[src/rtl/truth_table_sweeper.sv]
// truth_table_sweeper
//   Steps a 4-input gate netlist through all 16 input vectors, holds each
//   vector SETTLE+1 cycles, samples the single-bit response on the last edge
//   of the hold and assembles a 16-bit truth-table code (vector k -> tt[15-k]).
//   At sweep end the code is compared with a golden value.
//
// Ports
//   clk       clock, rising edge
//   rst_n     asynchronous active-low reset
//   start     begin a sweep (accepted only in IDLE, and not together with abort)
//   abort     cancel a sweep in progress
//   expected  golden truth-table code, sampled on the final sample edge
//   dut_out   response of the gate under characterization
//   stim      stimulus vector (stim[3] -> input _0 ... stim[0] -> input _3)
//   tt        captured truth-table code
//   busy      sweep in progress
//   done      one-cycle completion pulse
//   valid     tt holds a complete, un-aborted result
//   match     tt == expected (meaningful while valid)
module truth_table_sweeper #(
    parameter int SETTLE = 2
) (
    input  logic        clk,
    input  logic        rst_n,
    input  logic        start,
    input  logic        abort,
    input  logic [15:0] expected,
    input  logic        dut_out,
    output logic [3:0]  stim,
    output logic [15:0] tt,
    output logic        busy,
    output logic        done,
    output logic        valid,
    output logic        match
);

    localparam logic [3:0] SETTLE_C = 4'(SETTLE);

    typedef enum logic [1:0] {S_IDLE, S_DRIVE, S_DONE} state_t;

    state_t      state, state_next;
    logic [3:0]  k;
    logic [3:0]  cnt;
    logic        sample;
    logic        last;
    logic [15:0] tt_sampled;

    always_ff @(posedge clk or negedge rst_n) begin
        if (!rst_n) state <= S_IDLE;
        else        state <= state_next;
    end

    // tt_sampled is tt with the current response merged in, so the final
    // compare sees all 16 bits on the same edge that bit 0 is captured.
    always_comb begin
        state_next = state;
        sample     = 1'b0;
        last       = 1'b0;
        tt_sampled = tt;
        tt_sampled[4'd15 - k] = dut_out;
        case (state)
            S_IDLE:  if (start && !abort) state_next = S_DRIVE;
            S_DRIVE: begin
                // abort wins over a coincident sample
                if (abort) begin
                    state_next = S_IDLE;
                end else if (cnt == SETTLE_C) begin
                    sample = 1'b1;
                    if (k == 4'd15) begin
                        last       = 1'b1;
                        state_next = S_DONE;
                    end
                end
            end
            S_DONE:  state_next = S_IDLE;
            default: state_next = S_IDLE;
        endcase
    end

    always_ff @(posedge clk or negedge rst_n) begin
        if (!rst_n) begin
            k     <= 4'd0;
            cnt   <= 4'd0;
            stim  <= 4'h0;
            tt    <= 16'h0000;
            busy  <= 1'b0;
            done  <= 1'b0;
            valid <= 1'b0;
            match <= 1'b0;
        end else begin
            case (state)
                S_IDLE: begin
                    done <= 1'b0;
                    if (start && !abort) begin
                        k     <= 4'd0;
                        cnt   <= 4'd0;
                        stim  <= 4'h0;
                        tt    <= 16'h0000;
                        busy  <= 1'b1;
                        valid <= 1'b0;
                        match <= 1'b0;
                    end
                end
                S_DRIVE: begin
                    if (abort) begin
                        k     <= 4'd0;
                        cnt   <= 4'd0;
                        stim  <= 4'h0;
                        busy  <= 1'b0;
                        valid <= 1'b0;
                    end else if (sample) begin
                        tt  <= tt_sampled;
                        cnt <= 4'd0;
                        if (last) begin
                            stim  <= 4'h0;
                            busy  <= 1'b0;
                            done  <= 1'b1;
                            valid <= 1'b1;
                            match <= (tt_sampled == expected);
                        end else begin
                            k    <= k + 4'd1;
                            stim <= k + 4'd1;
                        end
                    end else begin
                        cnt <= cnt + 4'd1;
                    end
                end
                S_DONE: begin
                    done <= 1'b0;
                end
                default: begin
                    done <= 1'b0;
                    busy <= 1'b0;
                end
            endcase
        end
    end

endmodule

[config.mk]
export PLATFORM = sky130hd
export DESIGN_NAME = truth_table_sweeper
export DESIGN_NICKNAME = d
export VERILOG_FILES = /design/src/rtl/truth_table_sweeper.sv
export SDC_FILE = /design/constraint.sdc
export NUM_CORES = 1
export LEC_CHECK = 0
export ABC_CLOCK_PERIOD_IN_PS = 3900
export BUFFER_PORTS_ARGS = -buffer_cell sky130_fd_sc_hd__buf_2
export CAP_MARGIN = 25
export CORE_MARGIN = 8
export CORE_UTILIZATION = 45
export CTS_CLUSTER_DIAMETER = 40
export DETAILED_ROUTE_END_ITERATION = 10
export GPL_ROUTABILITY_DRIVEN = 1
export PLACE_DENSITY = 0.75
export SYNTH_ARGS = -nofsm -noshare
export SYNTH_HDL_FRONTEND = slang
export SYNTH_SLANG_ARGS = --single-unit
[constraint.sdc]
create_clock -name clk -period 3.9 [get_ports clk]
set_input_delay 0.39 -clock clk [delete_from_list [all_inputs] [get_ports clk]]
set_output_delay 0.39 -clock clk [all_outputs]
set_load 0.01 [all_outputs]
==> impl_results.rst, run 1 <==
.. list-table::
   :header-rows: 1

   * - Metric
     - Value
   * - Post-layout util
     - 54.2%
   * - Post-DP HPWL
     - 4.28 mm
   * - Num CTS Buffers
     - 5
   * - Fillcell total
     - 438
   * - Antenna Cells
     - 0
   * - Final std cell area, no fill
     - 2560 sq um
   * - Max_slew headroom
     - 48.5%
   * - Max Cap Viol
     - 0
   * - Setup Crit Path Kind
     - reg2reg
   * - EDFF count, synth
     - 0
   * - Via count
     - 1975
   * - Most frequent cells after synthesis
     - 34 x sky130_fd_sc_hd__dfrtp_1, 33 x sky130_fd_sc_hd__o21ai_0, 26 x sky130_fd_sc_hd__nand2_1
   * - Layout cells sized above 1
     - 19.2%
   * - Met2 track demand over resource
     - 25.0%
   * - Post-detailed-route DRC marker count
     - 0
   * - Final critical path time including I/O delays and setup
     - 2.56 ns
   * - Largest net degree at the start of global routing
     - 35
   * - CTS tree
     - done
   * - Ys async rst share
     - 100%
   * - Syn Nets
     - 279
   * - Syn. warnings
     - 0
   * - Hold-fix buffer count after cts
     - 0
   * - Setup slack of the critical path after layout
     - 1.34 ns
   * - Global-route wire length before repair
     - 9.80 mm
   * - Worst min-delay path category
     - in2async
   * - Setup Total Neg Slack
     - 0 ns
   * - Die Ht
     - 85.9 um
   * - Wire length after detailed routing
     - 5.96 mm
   * - Critical Path End Type
     - flop
   * - Launching element of the worst setup path
     - k[1]$_DFFE_PN0P_
   * - Tightest Pin Transition
     - 0.772 ns
   * - H-tree Lvls
     - 2
   * - Most frequent cell after synthesis
     - sky130_fd_sc_hd__dfrtp_1
   * - Number of standard-cell rows in the floorplan
     - 25
   * - Mean area per synthesized cell
     - 8.80 sq um
   * - Number of buffers on the longest clock path
     - 2
   * - Area of the core
     - 4720 sq um
   * - Top cells by area in the synthesized netlist
     - sky130_fd_sc_hd__dfrtp_1 39%, sky130_fd_sc_hd__o21ai_0 7.5%, sky130_fd_sc_hd__xor2_1 5.2%
   * - Antenna violations before repair
     - 0
   * - Placed Area
     - 2420 sq um
   * - Dpl ws
     - 1.36 ns
   * - Clock transition at the register clock pins on the worst setup and hold paths after CTS
     - 0.08 ns
   * - LEAKAGE
     - 1.22 nW
   * - Highest achievable clock rate
     - 390 MHz
   * - Worst ir drop on vdd
     - 245 uV
   * - Total overflow reported by the global router
     - 0
   * - Final Skew
     - 0.00235 ns
   * - Worst R2R Start
     - k[1]$_DFFE_PN0P_
   * - Synthesized instance count
     - 250
   * - GRT Overall Usage
     - 16.6%
   * - Combined area of all synthesized cells
     - 2200 sq um
   * - Compound-cell area share of the yosys netlist
     - 23.0%
   * - Clock latency reported for the late side of the worst-skew pair
     - 0.29 ns
   * - Critical path fanouts, max
     - 9
   * - Number of clock sinks
     - 34
   * - Iteration-0 DRC Markers
     - 219
   * - Final period utilization
     - 65.7%
   * - Share of synthesized area spent on multiplexers
     - 3.64%
   * - Number of instances resized during post-cts repair
     - 0
   * - Hold violation total from the final report
     - 0
   * - Number of top-level pins
     - 45
   * - CTS Root Cell
     - sky130_fd_sc_hd__clkbuf_8
   * - Met1 Usage GRT
     - 21.8%
   * - Result of the run
     - finished clean
   * - Most used routing layer in global routing
     - met2
   * - Area share of fa/ha/maj cells after synthesis
     - 4.55%
   * - Data arrival time of the worst path
     - 2.76 ns
   * - Data required time at the worst endpoint
     - 4.10 ns
   * - Setup Fix Bufs, Post-CTS
     - 0
   * - Combinational family with the most area after synthesis
     - compound AO/OA/AOI/OAI gates
   * - Post-synthesis sequential area ratio
     - 38.7%
   * - First-pass detailed-route iteration total
     - 4
   * - Average wire length per cell after detail routing
     - 16.9 um
   * - Number of storage elements in the synthesis netlist
     - 34
   * - Area growth from synthesis to final layout
     - 16.4%
   * - Share of the synthesized area in the top cell type
     - 38.7%
   * - Synth Flop Type
     - sky130_fd_sc_hd__dfrtp_1
   * - Die span in x
     - 85.9 um
   * - Port-buffer cells
     - 44
   * - Fraction of synthesized cell area in xor and xnor cells
     - 7.16%
   * - Full die area
     - 7380 sq um
   * - Via count of the first global-routing pass
     - 1955
   * - Post-synth top area cell
     - sky130_fd_sc_hd__dfrtp_1
   * - Total Nets Final
     - 314
   * - PD cells
     - 547 nW/um^2
   * - Number of endpoints failing setup at the final stage
     - 0
   * - Starting density of the core
     - 46.6%
   * - Global placer's final weighted congestion
     - 0.948
   * - RSZ-0062 raised after global routing
     - no
   * - Sort of element at the start of the critical path
     - flop
   * - Basic-gate share of the synthesized area counting and, or, nand and nor cells
     - 17.6%
   * - Antenna-violating nets left
     - 0
   * - Mean number of vias per cell
     - 5.59
   * - Distinct cell type count of the synthesized netlist
     - 45
   * - Max-slew violation total from the final report
     - 0
   * - Global routing usage on met3
     - 4.01%
## worst paths after layout
path                                  endpoint  slack [ns]  cells after the start
max                          match$_DFFE_PN0P_        1.34                      8
min                        stim[1]$_DFFE_PN0P_        0.17                      1
max reg2reg                  match$_DFFE_PN0P_        1.34                      8
min reg2reg                 cnt[3]$_DFFE_PN0P_        0.48                      1
max in group asynchronous    match$_DFFE_PN0P_        3.24                      1
min in group clk             match$_DFFE_PN0P_        0.42                      4
## cell type report
type / count / area, sq um / area share (%)
multi-input cells: 191 / 1230 / 48.0
flip-flops and latches: 34 / 851 / 33.2
repair buffers: 44 / 220 / 8.60
well taps: 67 / 83.8 / 3.27
clock buffers: 6 / 82.6 / 3.22
clock inverters: 2 / 60.1 / 2.34
inverters: 9 / 33.8 / 1.32
## report_power, final
part	leakage [nW]	internal [mW]	switching, mW	total (mW)
logic	0.685	0.178	0.342	0.520
registers	0.466	0.404	0.0637	0.468
clock network	0.0714	0.273	0.140	0.413
total	1.22	0.855	0.547	1.40
## metal layers
layer,up-vias,wire [um]
met2,62,2740
met3,9,327
met4,0,111
met1,941,2780
li1,963,-
met5,-,0
## cells by family (layout without fill, tap and decap cells)
group | Yosys count | count (layout)
AO/OA/AOI/OAI | 82 | 82
AND/OR/NAND/NOR | 75 | 75
flip-flops | 34 | 34
buffers and inverters | 25 | 61
XOR/XNOR | 18 | 18
adder cells (fa/ha/maj) | 8 | 8
multiplexers | 8 | 8
## sequential cells by signal, indices dropped and copies added, names as in the netlist
register,count
valid,1
match,1
done,1
cnt,4
busy,1
state,2
k,4
stim,4
tt,16
## cell usage in the layout, fill, tap and decap left out, types with 2 or more instances in the layout
cell type and instances:
sky130_fd_sc_hd__buf_2 44, sky130_fd_sc_hd__dfrtp_1 34, sky130_fd_sc_hd__o21ai_0 33, sky130_fd_sc_hd__nand2_1 26, sky130_fd_sc_hd__a21oi_1 16, sky130_fd_sc_hd__xor2_1 13
sky130_fd_sc_hd__inv_1 9, sky130_fd_sc_hd__nor2_1 9, sky130_fd_sc_hd__nand3_1 9, sky130_fd_sc_hd__mux2i_1 8, sky130_fd_sc_hd__ha_1 8, sky130_fd_sc_hd__nand3b_1 6
sky130_fd_sc_hd__clkbuf_8 6, sky130_fd_sc_hd__nand2b_1 5, sky130_fd_sc_hd__o2bb2ai_1 5, sky130_fd_sc_hd__xnor2_1 5, sky130_fd_sc_hd__a21o_1 4, sky130_fd_sc_hd__nor2b_1 4
sky130_fd_sc_hd__o22ai_1 4, sky130_fd_sc_hd__o31ai_1 4, sky130_fd_sc_hd__nor3_1 4, sky130_fd_sc_hd__nor3b_1 4, sky130_fd_sc_hd__and3_1 2, sky130_fd_sc_hd__a22oi_1 2
sky130_fd_sc_hd__a31oi_1 2, sky130_fd_sc_hd__bufinv_16 2
## metrics by stage
stage | total power, mW | hold slack (ns) | instances
CTS | 1.40 | 0.194 | 353
global placement | 0.982 | 0.458 | 345
floorplan | 0.839 | 0.0944 | 250
global route | 1.49 | 0.228 | 353
detailed placement | 0.993 | 0.467 | 345
finish | 1.40 | 0.171 | 353
## critical path, cell delays in order (launching register included)
cell,delay [ns]
sky130_fd_sc_hd__dfrtp_1,0.46
sky130_fd_sc_hd__inv_1,0.11
sky130_fd_sc_hd__ha_1,0.35
sky130_fd_sc_hd__nor3b_1,0.34
sky130_fd_sc_hd__mux2i_1,0.26
sky130_fd_sc_hd__xor2_1,0.16
sky130_fd_sc_hd__nand3_1,0.10
sky130_fd_sc_hd__or4_1,0.44
sky130_fd_sc_hd__o31ai_1,0.25
Note: power is estimated with default switching activity, not from simulation.
==> inputs of run 2 (changes only) <==
Settings changed: ABC_AREA set to 1, ABC_CLOCK_PERIOD_IN_PS 3900 to 2100, PLACE_DENSITY 0.75 to 0.77.
Clock period 3.9 ns to 2.1 ns, I/O delays scaled along.
==> run 2 against run 1 <==
Sequential cell count unchanged. Non-clock buffer count up 3. Combinational power up 61%. Clock skew up 0.0040 ns. First-iteration DRC count down 14%. Routed wire length up 0.89%. Sequential share of layout area down 1.6 points. Critical path type unchanged. Largest power group unchanged.
==> impl_results.rst, run 2 <==
.. list-table::
   :header-rows: 1

   * - Metric
     - Value
   * - Die span in x
     - 87.4 um (+1.7%)
   * - H-tree Lvls
     - 2 (unchanged)
   * - Worst ir drop on vdd
     - 479 uV (+96%)
   * - Average wire length per cell after detail routing
     - 13.3 um (-21%)
   * - Syn. warnings
     - 0 (unchanged)
   * - Iteration-0 DRC Markers
     - 189 (-14%)
   * - Setup Crit Path Kind
     - reg2reg
   * - Worst Hold Slack
     - 0.000850 ns (-0.170 ns)
   * - First-pass detailed-route iteration total
     - 4 (unchanged)
   * - Number of storage elements in the synthesis netlist
     - 34 (unchanged)
   * - Global placer's final weighted congestion
     - 0.871 (-8.1%)
   * - RSZ-0062 raised after global routing
     - no
   * - Largest net degree at the start of global routing
     - 35 (unchanged)
   * - Antenna Cells
     - 0 (unchanged)
   * - EDFF count, synth
     - 0 (unchanged)
   * - Critical path fanouts, max
     - 8 (-1)
   * - Max-slew violation total from the final report
     - 0 (unchanged)
   * - Via count
     - 2335 (+18%)
   * - Dpl ws
     - 0.231 ns (-1.13 ns)
   * - Number of clock sinks
     - 34 (unchanged)
   * - Antenna violations before repair
     - 0 (unchanged)
   * - LEAKAGE
     - 1.44 nW (+18%)
   * - Num CTS Buffers
     - 5 (unchanged)
   * - Hold-fix buffer count after cts
     - 0 (unchanged)
   * - GRT Overall Usage
     - 16.1% (-0.54 points)
   * - Final Skew
     - 0.00636 ns (+0.00400 ns)
   * - Port-buffer cells
     - 44 (unchanged)
   * - Number of top-level pins
     - 45 (unchanged)
   * - Post-layout util
     - 53.8% (-0.45 points)
   * - Global-route wire length before repair
     - 9.80 mm (unchanged)
   * - Most frequent cell on the critical path
     - sky130_fd_sc_hd__nand2_1
   * - Total Nets Final
     - 410 (+31%)
   * - Hold violation total from the final report
     - 0 (unchanged)
   * - Setup Fix Bufs, Post-CTS
     - 0 (unchanged)
   * - Syn Nets
     - 369 (+32%)
   * - Synth Flop Type
     - sky130_fd_sc_hd__dfrtp_1
   * - CTS tree
     - done
   * - Clock latency reported for the late side of the worst-skew pair
     - 0.30 ns (about the same)
   * - Clock transition at the register clock pins on the worst setup and hold paths after CTS
     - 0.08 ns (about the same)
   * - Data arrival time of the worst path
     - 2.09 ns (-0.67 ns)
   * - Layout cells sized above 1
     - 17.0% (-2.2 points)
   * - Max_slew headroom
     - 45.6% (-2.9 points)
   * - Ys async rst share
     - 100% (unchanged)
   * - Cell family with the largest share of critical-path delay
     - simple AND/OR/NAND/NOR gates
   * - Data required time at the worst endpoint
     - 2.35 ns (-1.75 ns)
   * - Via count of the first global-routing pass
     - 2190 (+12%)
   * - Critical path, cell by cell
     - inv_1, ha_1, nand3_1, inv_1, nand2_1, nand3_1, nand2_1, nor2_1, nand2_1, nor2_1, nand2_1, nand2_1
   * - Number of instances resized during post-cts repair
     - 0 (unchanged)
   * - Full die area
     - 7630 sq um (+3.4%)
   * - Most common library cell in the layout ignoring fill and taps
     - sky130_fd_sc_hd__nand2_1
   * - Mean number of vias per cell
     - 5.17 (-7.7%)
   * - Mean area per synthesized cell
     - 6.74 sq um (-23%)
   * - Number of endpoints failing setup at the final stage
     - 0 (unchanged)
   * - Final period utilization
     - 87.6% (+22 points)
   * - CP max-delay cell
     - sky130_fd_sc_hd__dfrtp_1
   * - Worst min-delay path category
     - in2async
   * - Top cells by area in the synthesized netlist
     - sky130_fd_sc_hd__dfrtp_1 37%, sky130_fd_sc_hd__nand2_1 15%, sky130_fd_sc_hd__nand3_1 12%
   * - Most frequent cells in the layout
     - 92 x sky130_fd_sc_hd__nand2_1, 53 x sky130_fd_sc_hd__nand3_1, 48 x sky130_fd_sc_hd__inv_1, 44 x sky130_fd_sc_hd__buf_2, 33 x sky130_fd_sc_hd__dfrtp_1
   * - Distinct cell type count of the synthesized netlist
     - 24 (-47%)
   * - Post-synthesis sequential area ratio
     - 37.1% (-1.5 points)
   * - Placed Area
     - 2550 sq um (+5.6%)
   * - Max Cap Viol
     - 0 (unchanged)
   * - Buffers plus inverters on the worst setup path
     - 2 (+1)
   * - Share of the synthesized area in the top cell type
     - 37.1% (-1.5 points)
   * - Most frequent cell after synthesis
     - sky130_fd_sc_hd__nand2_1
   * - Synthesized instance count
     - 340 (+36%)
   * - Max reg flops
     - 16 (unchanged)
   * - Slowest stage delay, CP
     - 0.44 ns (-0.02 ns)
   * - Wire length after detailed routing
     - 6.01 mm (+0.89%)
   * - Result of the run
     - finished clean
   * - Post-DP HPWL
     - 4.37 mm (+2.2%)
   * - Final std cell area, no fill
     - 2690 sq um (+5.2%)
   * - PD cells
     - 892 nW/um^2 (+63%)
   * - Sort of element at the start of the critical path
     - flop
   * - Setup Total Neg Slack
     - 0 ns (unchanged)
   * - Number of buffers on the longest clock path
     - 2 (unchanged)
   * - Post-detailed-route DRC marker count
     - 0 (unchanged)
   * - Register containing the most flip-flops in the final layout
     - tt
   * - Starting density of the core
     - 45.8% (-0.84 points)
   * - Tightest Pin Transition
     - 0.817 ns (+0.0441 ns)
   * - Area of the core
     - 5010 sq um (+6.1%)
   * - Antenna-violating nets left
     - 0 (unchanged)
   * - Total overflow reported by the global router
     - 0 (unchanged)
   * - Highest achievable clock rate
     - 544 MHz (+39%)
   * - Number of standard-cell rows in the floorplan
     - 26 (+4.0%)
   * - Post-synth top area cell
     - sky130_fd_sc_hd__dfrtp_1
   * - Critical Path End Type
     - flop
   * - Combined area of all synthesized cells
     - 2290 sq um (+4.2%)
   * - CTS Root Cell
     - sky130_fd_sc_hd__clkbuf_8
   * - Setup slack of the critical path after layout
     - 0.261 ns (-1.08 ns)
   * - Area growth from synthesis to final layout
     - 17.5%
   * - Most frequent cells after synthesis
     - 92 x sky130_fd_sc_hd__nand2_1, 53 x sky130_fd_sc_hd__nand3_1, 48 x sky130_fd_sc_hd__inv_1
   * - Final critical path time including I/O delays and setup
     - 1.84 ns (-0.722 ns)
   * - Die Ht
     - 87.4 um (+1.7%)
[run 2: cell types whose count changed after synthesis, sizes merged, moves of 12 or more]
cell   change
nand3     +43
nand4     +18
a21oi     -12
nor2      +19
inv       +41
nand2     +66
[run 2: layout make-up]
class                      count  area [sq um]
sequential                    34           852
tap                           70          87.6
multi-input combinational    241          1180
timing repair buffer          47           243
clock buffer                   5          68.8
clock inverter                 3          68.8
fill                         506          2320
inverter                      52           195
[run 2: power breakdown]
part           internal [mW]  switching [mW]
registers              0.743          0.0769
logic                  0.244           0.591
clock network          0.476           0.273
total                   1.46           0.941
[run 2: worst register-to-register path: cells and delay by family (launching register included)]
kind                       cells  cell delay, ns
and+or+nand+nor                9            0.74
DFF                            1            0.44
adders and majority gates      1            0.34
buffers and inverters          2            0.28
[run 2: through the flow]
stage	cells	total power [mW]
after CTS	452	2.41
after floorplan	340	1.41
final	452	2.40
after global placement	444	1.64
after global routing	452	2.54
after detailed placement	444	1.66
[run 2: path summary, 6_finish.rpt]
check	startpoint	endpoint	slack, ns	cells after the start
setup / recovery	k[0]$_DFFE_PN0P_	match$_DFFE_PN0P_	0.26	12
hold / removal	rst_n	cnt[3]$_DFFE_PN0P_	0.0009	1
setup reg to reg	k[0]$_DFFE_PN0P_	match$_DFFE_PN0P_	0.26	12
hold reg to reg	match$_DFFE_PN0P_	match$_DFFE_PN0P_	0.50	2
max in group asynchronous	rst_n	k[2]$_DFFE_PN0P_	1.54	1
min in group clk	abort	stim[2]$_DFFE_PN0P_	0.30	4
[run 2: logic make-up (layout without fill, tap and decap cells)]
group	after synthesis	in the layout	share of synthesized area, %
adder cells (fa/ha/maj)	8	8	4.37
buffers and inverters	65	107	11.5
AO/OA/AOI/OAI	35	35	8.41
XOR/XNOR	2	2	0.764
flip-flops	34	34	37.1
AND/OR/NAND/NOR	196	196	37.9
[run 2: layer usage]
layer / vias up / global-route usage, % / wire, um
li1: 1181 / - / -
met1: 1075 / 19.8 / 2780
met2: 63 / 26.2 / 2750
met3: 16 / 3.58 / 330
met4: 0 / 6.72 / 154
met5: - / 0 / 0
==> inputs of run 3 (changes only) <==
Settings changed: GPL_TIMING_DRIVEN set to 0.
==> run 3 against run 2 <==
The flow now finishes with violations (negative hold slack). Sequential cell count did not move. Global-route usage rose by 0.94 points. Cell count rose by 1.8%. Largest cell class unchanged. Largest power group unchanged.
==> impl_results.rst, run 3 (synthesis gave the netlist of run 2 again) <==
.. list-table::
   :header-rows: 1

   * - Metric
     - Value
   * - Result of the run
     - finished, violations left
   * - Violated checks
     - negative hold slack
   * - Final period utilization
     - 90.7% (+3.2 points)
   * - Starting density of the core
     - 45.8% (unchanged)
   * - Clock latency reported for the late side of the worst-skew pair
     - 0.30 ns (about the same)
   * - Critical path fanouts, max
     - 8 (unchanged)
   * - Die Ht
     - 87.4 um (unchanged)
   * - Data arrival time of the worst path
     - 2.14 ns (+0.05 ns)
   * - GRT Overall Usage
     - 17.0% (+0.94 points)
   * - Reg-to-reg critical path endpoint
     - match$_DFFE_PN0P_
   * - Path depth of the worst reg2reg path
     - 12 (unchanged)
   * - First-pass detailed-route iteration total
     - 5 (+1)
   * - Port-buffer cells
     - 43 (-2.3%)
   * - Worst ir drop on vdd
     - 377 uV (-21%)
   * - Most frequent cells in the layout
     - 92 x sky130_fd_sc_hd__nand2_1, 53 x sky130_fd_sc_hd__nand3_1, 52 x sky130_fd_sc_hd__buf_2, 48 x sky130_fd_sc_hd__inv_1, 34 x sky130_fd_sc_hd__dfrtp_1
   * - Fillcell total
     - 508 (+0.40%)
   * - H-tree Lvls
     - 2 (unchanged)
   * - Design internal power
     - 1.51 mW (+3.3%)
   * - Met1 Wirelength
     - 2.69 mm (-3.2%)
   * - Part of the total power dissipated in the clock network
     - 30.7% (-0.4 points)
   * - PD cells
     - 910 nW/um^2 (+2.0%)
   * - Setup Crit Path Kind
     - reg2reg
   * - Max reg flops
     - 16 (unchanged)
   * - Worst-case register-to-register setup slack
     - 0.19 ns (-0.07 ns)
   * - Fraction of power consumed by sequential logic
     - 32.8% (-1.3 points)
   * - Wire length after detailed routing
     - 6.36 mm (+5.7%)
   * - RSZ-0062 raised after global routing
     - no
   * - Logic gate share of total power
     - 36.5% (+1.8 points)
   * - Iteration-0 DRC Markers
     - 296 (+57%)
   * - Setup Total Neg Slack
     - 0 ns (unchanged)
   * - Hold-fix buffer count after cts
     - 0 (unchanged)
   * - Highest achievable clock rate
     - 525 MHz (-3.5%)
   * - Termination of the worst setup path
     - match$_DFFE_PN0P_
   * - Global placer's final weighted congestion
     - 0.874 (+0.24%)
   * - Antenna violations before repair
     - 0 (unchanged)
   * - Worst R2R Start
     - k[0]$_DFFE_PN0P_
   * - Critical Path End Type
     - flop
   * - Area of the core
     - 5010 sq um (unchanged)
   * - Number of standard-cell rows in the floorplan
     - 26 (unchanged)
   * - Number of top-level pins
     - 45 (unchanged)
   * - LEAKAGE
     - 1.48 nW (+2.8%)
   * - Number of instances resized during post-cts repair
     - 0 (unchanged)
   * - Number of clock sinks
     - 34 (unchanged)
   * - Area growth from synthesis to final layout
     - 19.4%
   * - Top sig layer
     - met4
   * - Via count of the first global-routing pass
     - 2193 (+0.14%)
   * - Antenna-violating nets left
     - 0 (unchanged)
   * - Worst min-delay path category
     - in2async
   * - Via count
     - 2438 (+4.4%)
   * - Mean number of vias per cell
     - 5.30 (+2.6%)
   * - Largest net degree at the start of global routing
     - 35 (unchanged)
   * - Number of endpoints failing setup at the final stage
     - 0 (unchanged)
   * - Tightest Pin Transition
     - 0.789 ns (-0.0277 ns)
   * - Data required time at the worst endpoint
     - 2.34 ns (about the same)
   * - Clock transition at the register clock pins on the worst setup and hold paths after CTS
     - 0.08 ns (about the same)
   * - Total Nets Final
     - 418 (+2.0%)
   * - Final Skew
     - 0.00625 ns (-0.000102 ns)
   * - Number of buffers on the longest clock path
     - 2 (unchanged)
   * - CTS Root Cell
     - sky130_fd_sc_hd__clkbuf_8
   * - Max_slew headroom
     - 47.4% (+1.8 points)
   * - Global-route wire length before repair
     - 10.1 mm (+3.5%)
   * - Antenna Cells
     - 0 (unchanged)
   * - Final critical path time including I/O delays and setup
     - 1.91 ns (+0.0664 ns)
   * - Met3 WL post-DR
     - 576 um (+75%)
   * - Die span in x
     - 87.4 um (unchanged)
   * - Sw frac
     - 39.4% (+0.24 points)
   * - Num CTS Buffers
     - 5 (unchanged)
   * - Max Cap Viol
     - 0 (unchanged)
   * - Launching element of the worst setup path
     - k[0]$_DFFE_PN0P_
   * - Post-detailed-route DRC marker count
     - 0 (unchanged)
   * - CTS tree
     - done
   * - Max-slew violation total from the final report
     - 0 (unchanged)
   * - Post-DP HPWL
     - 4.71 mm (+7.7%)
   * - Register containing the most flip-flops in the final layout
     - tt
   * - Routed wl met2
     - 2.98 mm (+8.6%)
   * - Total overflow reported by the global router
     - 0 (unchanged)
   * - Hold violation total from the final report
     - 4 (+4)
   * - Layout cells sized above 1
     - 18.7% (+1.7 points)
   * - Full die area
     - 7630 sq um (unchanged)
   * - Sort of element at the start of the critical path
     - flop
   * - Average wire length per cell after detail routing
     - 13.8 um (+3.9%)
   * - Worst Hold Slack
     - -0.00200 ns (-0.00285 ns)
   * - Most common library cell in the layout ignoring fill and taps
     - sky130_fd_sc_hd__nand2_1
   * - Net Sw Power
     - 982 uW (+4.3%)
   * - Setup Fix Bufs, Post-CTS
     - 0 (unchanged)
run 3: cell types whose count changed in the layout (fill, tap and decap cells not counted):
cell / previous run / this run
sky130_fd_sc_hd__ha_1: 8 / 7
sky130_fd_sc_hd__dfrtp_2: 1 / 0
sky130_fd_sc_hd__buf_4: 3 / 2
sky130_fd_sc_hd__clkbuf_2: 0 / 1
sky130_fd_sc_hd__clkbuf_8: 5 / 6
sky130_fd_sc_hd__clkinv_4: 1 / 0
sky130_fd_sc_hd__dfrtp_1: 33 / 34
sky130_fd_sc_hd__buf_2: 44 / 52
sky130_fd_sc_hd__ha_2: 0 / 1
run 3: worst min path at each step:
stage	end	slack, ns	cells past startpoint
global placement	tt[2]$_DFFE_PN0P_	0.34	1
global route	tt[2]$_DFFE_PN0P_	0.05	1
floorplan	busy$_DFFE_PN0P_	-0.09	0
CTS	tt[2]$_DFFE_PN0P_	0.02	1
detailed placement	tt[2]$_DFFE_PN0P_	0.34	1
finish	cnt[1]$_DFFE_PN0P_	-0.002	1
run 3: power groups by stage:
stage / combinational [mW] / sequential (mW) / clock [mW]
2_1_floorplan: 0.573 / 0.838 / 0
3_3_place_gp: 0.865 / 0.824 / 0
6_report: 0.909 / 0.818 / 0.765
3_5_place_dp: 0.891 / 0.830 / 0
4_1_cts: 0.893 / 0.818 / 0.770
5_1_grt: 1.01 / 0.834 / 0.794
run 3: cell type report:
| class | count | area, sq um | area share, % |
|---|---|---|---|
| Clock inverter | 2 | 60.1 | 2.19 |
| Timing Repair Buffer | 43 | 215 | 7.86 |
| Clock buffer | 6 | 82.6 | 3.02 |
| Inverter | 52 | 195 | 7.13 |
| Sequential cell | 34 | 851 | 31.1 |
| Buffer | 12 | 65.1 | 2.38 |
| Multi-Input combinational cell | 241 | 1180 | 43.1 |
| Tap cell | 70 | 87.6 | 3.20 |
run 3: metrics by stage:
step	util (%)	power, mW	cell area, sq um	setup slack (ns)	std cells
4_1_cts	54.6	2.48	2740	0.121	461
6_report	54.6	2.49	2740	0.194	460
2_1_floorplan	-	1.41	2290	0.457	340
5_1_grt	54.6	2.64	2740	0.0208	460
3_3_place_gp	51.8	1.69	2590	0.174	453
3_5_place_dp	51.8	1.72	2590	0.152	453
run 3: routing by layer:
| layer | global-route usage, % | vias to the layer above |
|---|---|---|
| met5 | 0 | - |
| met4 | 6.41 | 0 |
| met3 | 4.34 | 8 |
| met2 | 27.8 | 128 |
| met1 | 20.9 | 1105 |
| li1 | - | 1197 |
run 3: worst max-delay path: stages (launching register included):
cell and delay, ns:
sky130_fd_sc_hd__dfrtp_1 0.43, sky130_fd_sc_hd__inv_1 0.20, sky130_fd_sc_hd__ha_1 0.39, sky130_fd_sc_hd__nand3_1 0.18, sky130_fd_sc_hd__inv_1 0.10, sky130_fd_sc_hd__nand2_1 0.07
sky130_fd_sc_hd__nand3_1 0.08, sky130_fd_sc_hd__nand2_1 0.05, sky130_fd_sc_hd__nor2_1 0.09, sky130_fd_sc_hd__nand2_1 0.07, sky130_fd_sc_hd__nor2_1 0.08, sky130_fd_sc_hd__nand2_1 0.05
sky130_fd_sc_hd__nand2_1 0.05
